`config.mk`:
```
export PLATFORM = sky130hd
export DESIGN_NAME = serial_tx
export DESIGN_NICKNAME = d
export VERILOG_FILES = /design/src/rtl/serial_tx_pkg.sv /design/src/rtl/serial_tx_baud.sv /design/src/rtl/serial_tx.sv
export SDC_FILE = /design/constraint.sdc
export NUM_CORES = 1
export LEC_CHECK = 0
export CAP_MARGIN = 0
export CORE_MARGIN = 5
export CORE_UTILIZATION = 46
export CTS_CLUSTER_DIAMETER = 200
export CTS_CLUSTER_SIZE = 40
export DETAILED_ROUTE_END_ITERATION = 6
export PLACE_DENSITY = 0.72
export REMOVE_ABC_BUFFERS = 1
export SKIP_LAST_GASP = 1
export SLEW_MARGIN = 20
export SYNTH_ARGS = -nofsm -noshare
export SYNTH_HDL_FRONTEND = slang
export SYNTH_SLANG_ARGS = --single-unit
```
`constraint.sdc`:
```
create_clock -name CLK_TX -period 1.5 [get_ports CLK_TX]
set_input_delay 0.375 -clock CLK_TX [delete_from_list [all_inputs] [get_ports CLK_TX]]
set_output_delay 0.375 -clock CLK_TX [all_outputs]
set_load 0.02 [all_outputs]
```
`src/rtl/serial_tx_pkg.sv`:
```
// serial_tx_pkg: shared types and widths for the serial transmitter
`timescale 1ns/1ps
package serial_tx_pkg;
    localparam int DATA_W    = 8;
    localparam int BIT_CNT_W = 3;
    // Prefixed names keep the enum clear of the DATA port identifier.
    typedef enum logic [1:0] {ST_IDLE, ST_START, ST_DATA, ST_STOP} state_t;
endpackage

```
`src/rtl/serial_tx_baud.sv`:
```
// serial_tx_baud: bit-period counter producing one tick per serial bit
// Ports: clk_i clock, rst_i async active-high reset, en_i count enable
//        (counter held at 0 when low), tick_o high on the last cycle of a bit.
`timescale 1ns/1ps
module serial_tx_baud #(
    parameter int CLKS_PER_BIT = 1
) (
    input  logic clk_i,
    input  logic rst_i,
    input  logic en_i,
    output logic tick_o
);
    localparam int CW = CLKS_PER_BIT > 1 ? $clog2(CLKS_PER_BIT) : 1;
    logic [CW-1:0] cnt_q, cnt_d;
    logic          last;
    assign last   = cnt_q == CW'(CLKS_PER_BIT - 1);
    assign tick_o = en_i && last;
    assign cnt_d  = (!en_i || last) ? '0 : cnt_q + 1'b1;
    always_ff @(posedge clk_i or posedge rst_i) begin
        if (rst_i) cnt_q <= '0;
        else       cnt_q <= cnt_d;
    end
endmodule

```
`src/rtl/serial_tx.sv`:
```
// serial_tx: 8N1 UART transmitter with SEND/DONE handshake
// Ports: CLK_TX clock, RST async active-high reset, DATA byte latched at frame
//        start, SEND level request (needs a low level to re-arm), TX serial line
//        (idle high, registered), DONE one-cycle pulse at frame completion.
`timescale 1ns/1ps
module serial_tx
    import serial_tx_pkg::*;
#(
    parameter int CLKS_PER_BIT = 1,
    parameter int STOP_BITS    = 1
) (
    input  logic              CLK_TX,
    input  logic              RST,
    input  logic [DATA_W-1:0] DATA,
    input  logic              SEND,
    output logic              TX,
    output logic              DONE
);
    state_t                 state_q, state_d;
    logic [DATA_W-1:0]      shift_q, shift_d;
    logic [BIT_CNT_W-1:0]   bit_cnt_q, bit_cnt_d;
    logic                   stop_cnt_q, stop_cnt_d;
    logic                   armed_q, armed_d;
    logic                   tx_q, tx_d;
    logic                   done_q, done_d;
    logic                   tick;

    serial_tx_baud #(.CLKS_PER_BIT(CLKS_PER_BIT)) u_baud (
        .clk_i (CLK_TX),
        .rst_i (RST),
        .en_i  (state_q != ST_IDLE),
        .tick_o(tick)
    );

    always_comb begin
        state_d    = state_q;
        shift_d    = shift_q;
        bit_cnt_d  = bit_cnt_q;
        stop_cnt_d = stop_cnt_q;
        armed_d    = armed_q;
        done_d     = 1'b0;
        case (state_q)
            ST_IDLE: begin
                if (!SEND) armed_d = 1'b1;
                else if (armed_q) begin
                    shift_d    = DATA;
                    bit_cnt_d  = '0;
                    stop_cnt_d = 1'b0;
                    armed_d    = 1'b0;
                    state_d    = ST_START;
                end
            end
            ST_START: if (tick) state_d = ST_DATA;
            ST_DATA: begin
                if (tick) begin
                    if (bit_cnt_q == '1) state_d = ST_STOP;
                    else begin
                        bit_cnt_d = bit_cnt_q + 1'b1;
                        shift_d   = shift_q >> 1;
                    end
                end
            end
            ST_STOP: begin
                if (tick) begin
                    if (stop_cnt_q == 1'(STOP_BITS - 1)) begin
                        state_d = ST_IDLE;
                        done_d  = 1'b1;
                    end else stop_cnt_d = 1'b1;
                end
            end
            default: state_d = ST_IDLE;
        endcase
        // TX is decoded from next state so the line is registered with no input path.
        tx_d = state_d == ST_START ? 1'b0 : state_d == ST_DATA ? shift_d[0] : 1'b1;
    end

    always_ff @(posedge CLK_TX or posedge RST) begin
        if (RST) begin
            state_q    <= ST_IDLE;
            shift_q    <= '0;
            bit_cnt_q  <= '0;
            stop_cnt_q <= 1'b0;
            armed_q    <= 1'b0;
            tx_q       <= 1'b1;
            done_q     <= 1'b0;
        end else begin
            state_q    <= state_d;
            shift_q    <= shift_d;
            bit_cnt_q  <= bit_cnt_d;
            stop_cnt_q <= stop_cnt_d;
            armed_q    <= armed_d;
            tx_q       <= tx_d;
            done_q     <= done_d;
        end
    end

    assign TX   = tx_q;
    assign DONE = done_q;
endmodule

```
## Word-level counts from Yosys, hierarchy flattened

Cells that the tools add are included.

- $add $sub $neg: 2
- Equal/unequal tests: 11
- Multiplexer cells: 30
- Bitwise gates (word level): 1
- Reduce and logical (&&, ||, !) cells: 9

Operator list:

| kind | number |
|---|---|
| two-way mux 8 bit | 4 |
| case mux 8 bit (2 select lines) | 1 |
| two-way mux 2 bit | 7 |
| two-way mux 3 bit | 4 |
| two-way mux 1 bit | 11 |
| inequality test 2 bit, second input constant | 5 |
| case mux 2 bit (4 select lines) | 1 |
| equality test 2 bit, second input constant | 3 |
| case mux 3 bit (2 select lines) | 1 |
| nonzero test 2 bit | 3 |
| AND reduction 5 bit | 1 |
| equality test 2 x 1 -> 1 bit, second input constant | 2 |
| AND reduction 4 bit | 1 |
| adder 3 x 1 -> 3 bit, second input constant | 1 |
| equality test 3 bit, second input constant | 1 |
| logical NOT 2 bit | 1 |
| case mux 1 bit (2 select lines) | 1 |
| adder 1 bit, second input constant | 1 |
| logical AND 1 bit | 1 |
| logical NOT 1 bit | 1 |
| logical OR 1 bit | 1 |
| NOT 1 bit | 1 |

- Register bits after elaboration: 18
- Bits of input ports: 11
- Output and inout bits: 2
- Word-level logic and storage cells: 62

## Longest topological paths before layout

- Depth in word-level cells: 7
- Mapped depth: 5
- Depth with buffers taken out: 5

## Hierarchy

A second synthesis with hierarchy kept.

- Cell total of the unflattened synthesis: 77
- Area total of the unflattened synthesis: 873.3 um^2

Modules (own cells, without submodules):

| module | times used | cells each | area an instance (um^2) | sequential area each (um^2) |
|---|---|---|---|---|
| serial_tx | 1 | 73 | 827.0 | 401.6 |
| serial_tx_baud | 1 | 4 | 46.3 | 25.0 |

## Worst setup path before layout

Ideal clock, no wire load.

- Path type: reg-to-reg
- Start point: reg bit_cnt_q[0]
- End point: reg shift_q[1]
- Library setup time: 0.130 ns
- Data arrival time: 1.469 ns
- Data required time: 1.370 ns
- Path slack: -0.099 ns
- Cell stages (with the launch flop): 6
- Buffers on the path: 0
- Period minus slack after synthesis: 1.599 ns
- Cell sequence: dfrtp_1 ha_1 ha_1 or3b_1 a21oi_4 o21ai_0

- Longest elaborated chain between the ends: 3

RTL lines:

| element | RTL line | source |
|---|---|---|
| start: declaration | serial_tx.sv:21 | `logic [BIT_CNT_W-1:0] bit_cnt_q, bit_cnt_d;` |
| start signal: assignment | serial_tx.sv:89 | `bit_cnt_q <= bit_cnt_d;` |
| equality test 3 bit | serial_tx.sv:56 | `if (bit_cnt_q == '1) state_d = ST_STOP;` |
| inequality test 2 bit (no source line) | -- |  |
| AND reduction 5 bit (no source line) | -- |  |
| end signal: assignment | serial_tx.sv:88 | `shift_q <= shift_d;` |
| end: declaration | serial_tx.sv:20 | `logic [DATA_W-1:0] shift_q, shift_d;` |

Every way passes these cells.
A chain may end at the register's enable or synchronous reset.

## Worst setup path after layout

- Start point: reg bit_cnt_q[0]
- End point: reg shift_q[4]

The elaborated chain is that of the path after synthesis.

==> summary.txt <==
Outcome
  – Status: finished with violations
  – Violated checks: negative setup slack

Final layout
  – Count of nets after finishing: 122
  – Highest-count cells in the layout ignoring fill and taps: dfrtp_1, inv_1, clkdlybuf4s50_1, buf_4, o21ai_1
  – Synthesis-to-layout area growth: 34.6%
  – Core utilization of the finished layout: 0.656
  – Most common cell after layout, fill and taps aside: dfrtp_1
  – Share of final-layout standard cells stronger than drive strength 1: 0.269
  – Antenna Cells: 0

Detailed routing
  – Detail-routed via count per cell: 5.10
  – Pre-antenna DRT Iters: 4
  – Routed length per placed instance: 14.0 um
  – First DRT Iteration DRCs: 12
  – DRC violation count after routing: 0
  – Total length of routed wires: 1860 um
  – Detailed-route via count: 678
  – Antenna Nets Post-Route: 0

GRT
  – Vias in the first global route: 737
  – Global-route wire length before repair: 3230 um
  – Remaining Overflow, GRT: 0
  – Largest net degree at the start of global routing: 12
  – Number of antenna violations at the first check in global routing: 0
  – GRT Resource Usage Total: 0.158

Pwr
  – Power density over cell area: 1720 nW/um2
  – Worst vdd rail ir drop: 1.07 mV
  – Lkg Pwr: 0.499 nW
  – Final Power: 1.97 mW

Die
  – DIE AREA: 2810 um2
  – I/O pin count: 13
  – Area of the core: 1750 um2
  – Std-Cell Rows: 15
  – Die height: 53.0 um
  – Starting density of the core: 0.487
  – Die Width: 53.0 um

Timing
  – RSZ-0062 raised after global routing: true
  – Final Worst Setup Slack: -0.119 ns
  – Tmin final: 1.62 ns
  – Hold Vio Cnt, Final: 0
  – Setup clock skew after layout: 0.00378 ns
  – Peak clock frequency supported by timing: 618 MHz
  – Final-report setup violation count: 11
  – Number of max-slew violations in the final report: 0
  – Final period utilization: 1.08

Critical path
  – Type of origin of the critical path: flop
  – Reg2Reg Setup Slack: -0.12 ns
  – Crit path kind: flop to flop
  – Endpoint type of the worst setup path: flop
  – Launch point of the worst reg-to-reg path: bit_cnt_q[0]
  – R2R depth: 5
  – Maximum fanout encountered on the critical timing path: 5
  – Required time of the worst setup path: 1.66 ns
  – Reg2reg end: shift_q[4]
  – Critical path arrival: 1.78 ns

Placed design
  – Final weighted congestion of routability-driven global placement: 0.811
  – Number of I/O port buffers: 12
  – Dpl hpwl: 1360 um

Clock tree
  – Root buf cell: clkbuf_4
  – Clock-pin slew reported for the worst setup and hold paths after clock tree synthesis: 0.10 ns
  – TritonCTS clock tree: done
  – Number of buffers inserted during clock tree synthesis: 3
  – Max Buffers Root-to-Sink: 2
  – Clock insertion delay at the later pin of the skew report: 0.28 ns
  – Clock H-tree levels: 1
  – TritonCTS sink count: 17
  – Post-cts hold buffer count: 0

Synth
  – Library cells used by synthesis: 26
  – Cell count after synthesis: 84
  – Syn_area_per_cell: 10.1 um2
  – Total of flip-flops plus latches after synthesis: 17
  – Sequential share of the synthesized area: 0.501
  – Netlist area before placement: 851 um2
  – Yosys warnings: 0

Run
  – Maximum Capacitance Violations: 0

Hold path
  – Tightest Hold Check Type: input port to async pin
[stage by stage]
stage / instances / TNS, ns / hold WS (ns) / cell area [um2] / worst slack [ns]
global placement: 127 / -2.24 / 0.494 / 1050 / -0.198
floorplan: 81 / -2.83 / 0.300 / 836 / -0.355
CTS: 134 / -1.30 / 0.329 / 1140 / -0.136
finish: 133 / -0.969 / 0.319 / 1140 / -0.119
global route: 133 / -1.62 / 0.330 / 1140 / -0.173
detailed placement: 127 / -2.90 / 0.506 / 1050 / -0.265
[where the power goes]
part	internal [mW]	switching (mW)
Clock	0.103	0.133
Sequential	0.651	0.160
Combinational	0.451	0.476
[critical path, cell delays in order, from the launching register on]
cell	delay (ns)
dfrtp_1	0.39
ha_2	0.20
ha_4	0.16
or3b_4	0.40
a21oi_4	0.24
o21ai_1	0.09
[sequential cells by signal, indices dropped and copies added, names as in the netlist]
signal	count
DONE	1
shift_q	8
u_baud.cnt_q	1
armed_q	1
bit_cnt_q	3
state_q	2
TX	1
[logic make-up (layout without fill, tap and decap cells)]
kind of cell	Yosys count	after routing	synth area share
compound gates	26	27	0.210
other cells	1	1	0.00441
xor+xnor	1	1	0.0103
simple gates	22	22	0.174
buf+inv	15	38	0.0706
fa+ha+maj	2	2	0.0294
flops	17	17	0.501
[how the worst max path moves through the flow]
stage / start / endpoint / depth (start not counted)
floorplan: state_q[0] / TX / 3
global placement: bit_cnt_q[0] / bit_cnt_q[2] / 5
detailed placement: bit_cnt_q[0] / shift_q[2] / 5
CTS: bit_cnt_q[0] / shift_q[2] / 5
global route: bit_cnt_q[0] / shift_q[4] / 5
finish: bit_cnt_q[0] / shift_q[4] / 5
[what timing repair did]
item	4_1_cts	5_1_grt
cloned	1	0
pin swaps	5	4
hold endpoints to repair	0	0
buffers inserted	2	0
setup endpoints to repair	15	14
resized for setup	22	6
[area by class of cell]
class / count / area (um2)
sequential: 17 / 427
fill: 150 / 601
tap: 25 / 31.3
timing repair buffer: 22 / 189
clock buffer: 4 / 26.3
multi-input combinational: 53 / 427
inverter: 12 / 45.0
[cell usage after synthesis]
library cell,n,area share
a21oi_4,1,0.019
a221o_1,1,0.012
nor2_1,5,0.022
nand4b_1,2,0.021
or3b_1,2,0.021
inv_1,12,0.053
a221oi_2,1,0.018
o21ai_0,12,0.071
nand2_1,4,0.018
nand2b_1,3,0.022
nor2b_1,2,0.015
a21o_1,1,0.0088
dfrtp_1,16,0.47
xnor2_1,1,0.010
ha_1,2,0.029
nand3b_1,1,0.0088
o22ai_1,1,0.0074
nor4b_4,1,0.028
a22oi_1,6,0.053
buf_2,3,0.018
dfstp_2,1,0.031
a21oi_1,2,0.012
and2_1,1,0.0074
a32oi_1,1,0.010
nor4bb_1,1,0.012
conb_1,1,0.0044
[layer usage]
layer | GRT usage | wire length (um) | vias up
met5 | 0 | 0 | -
met4 | 0.0511 | 12 | 0
met3 | 0.0254 | 55 | 2
met2 | 0.285 | 993 | 11
met1 | 0.189 | 800 | 327
li1 | - | - | 338
Power figures use the tool's default switching activity.
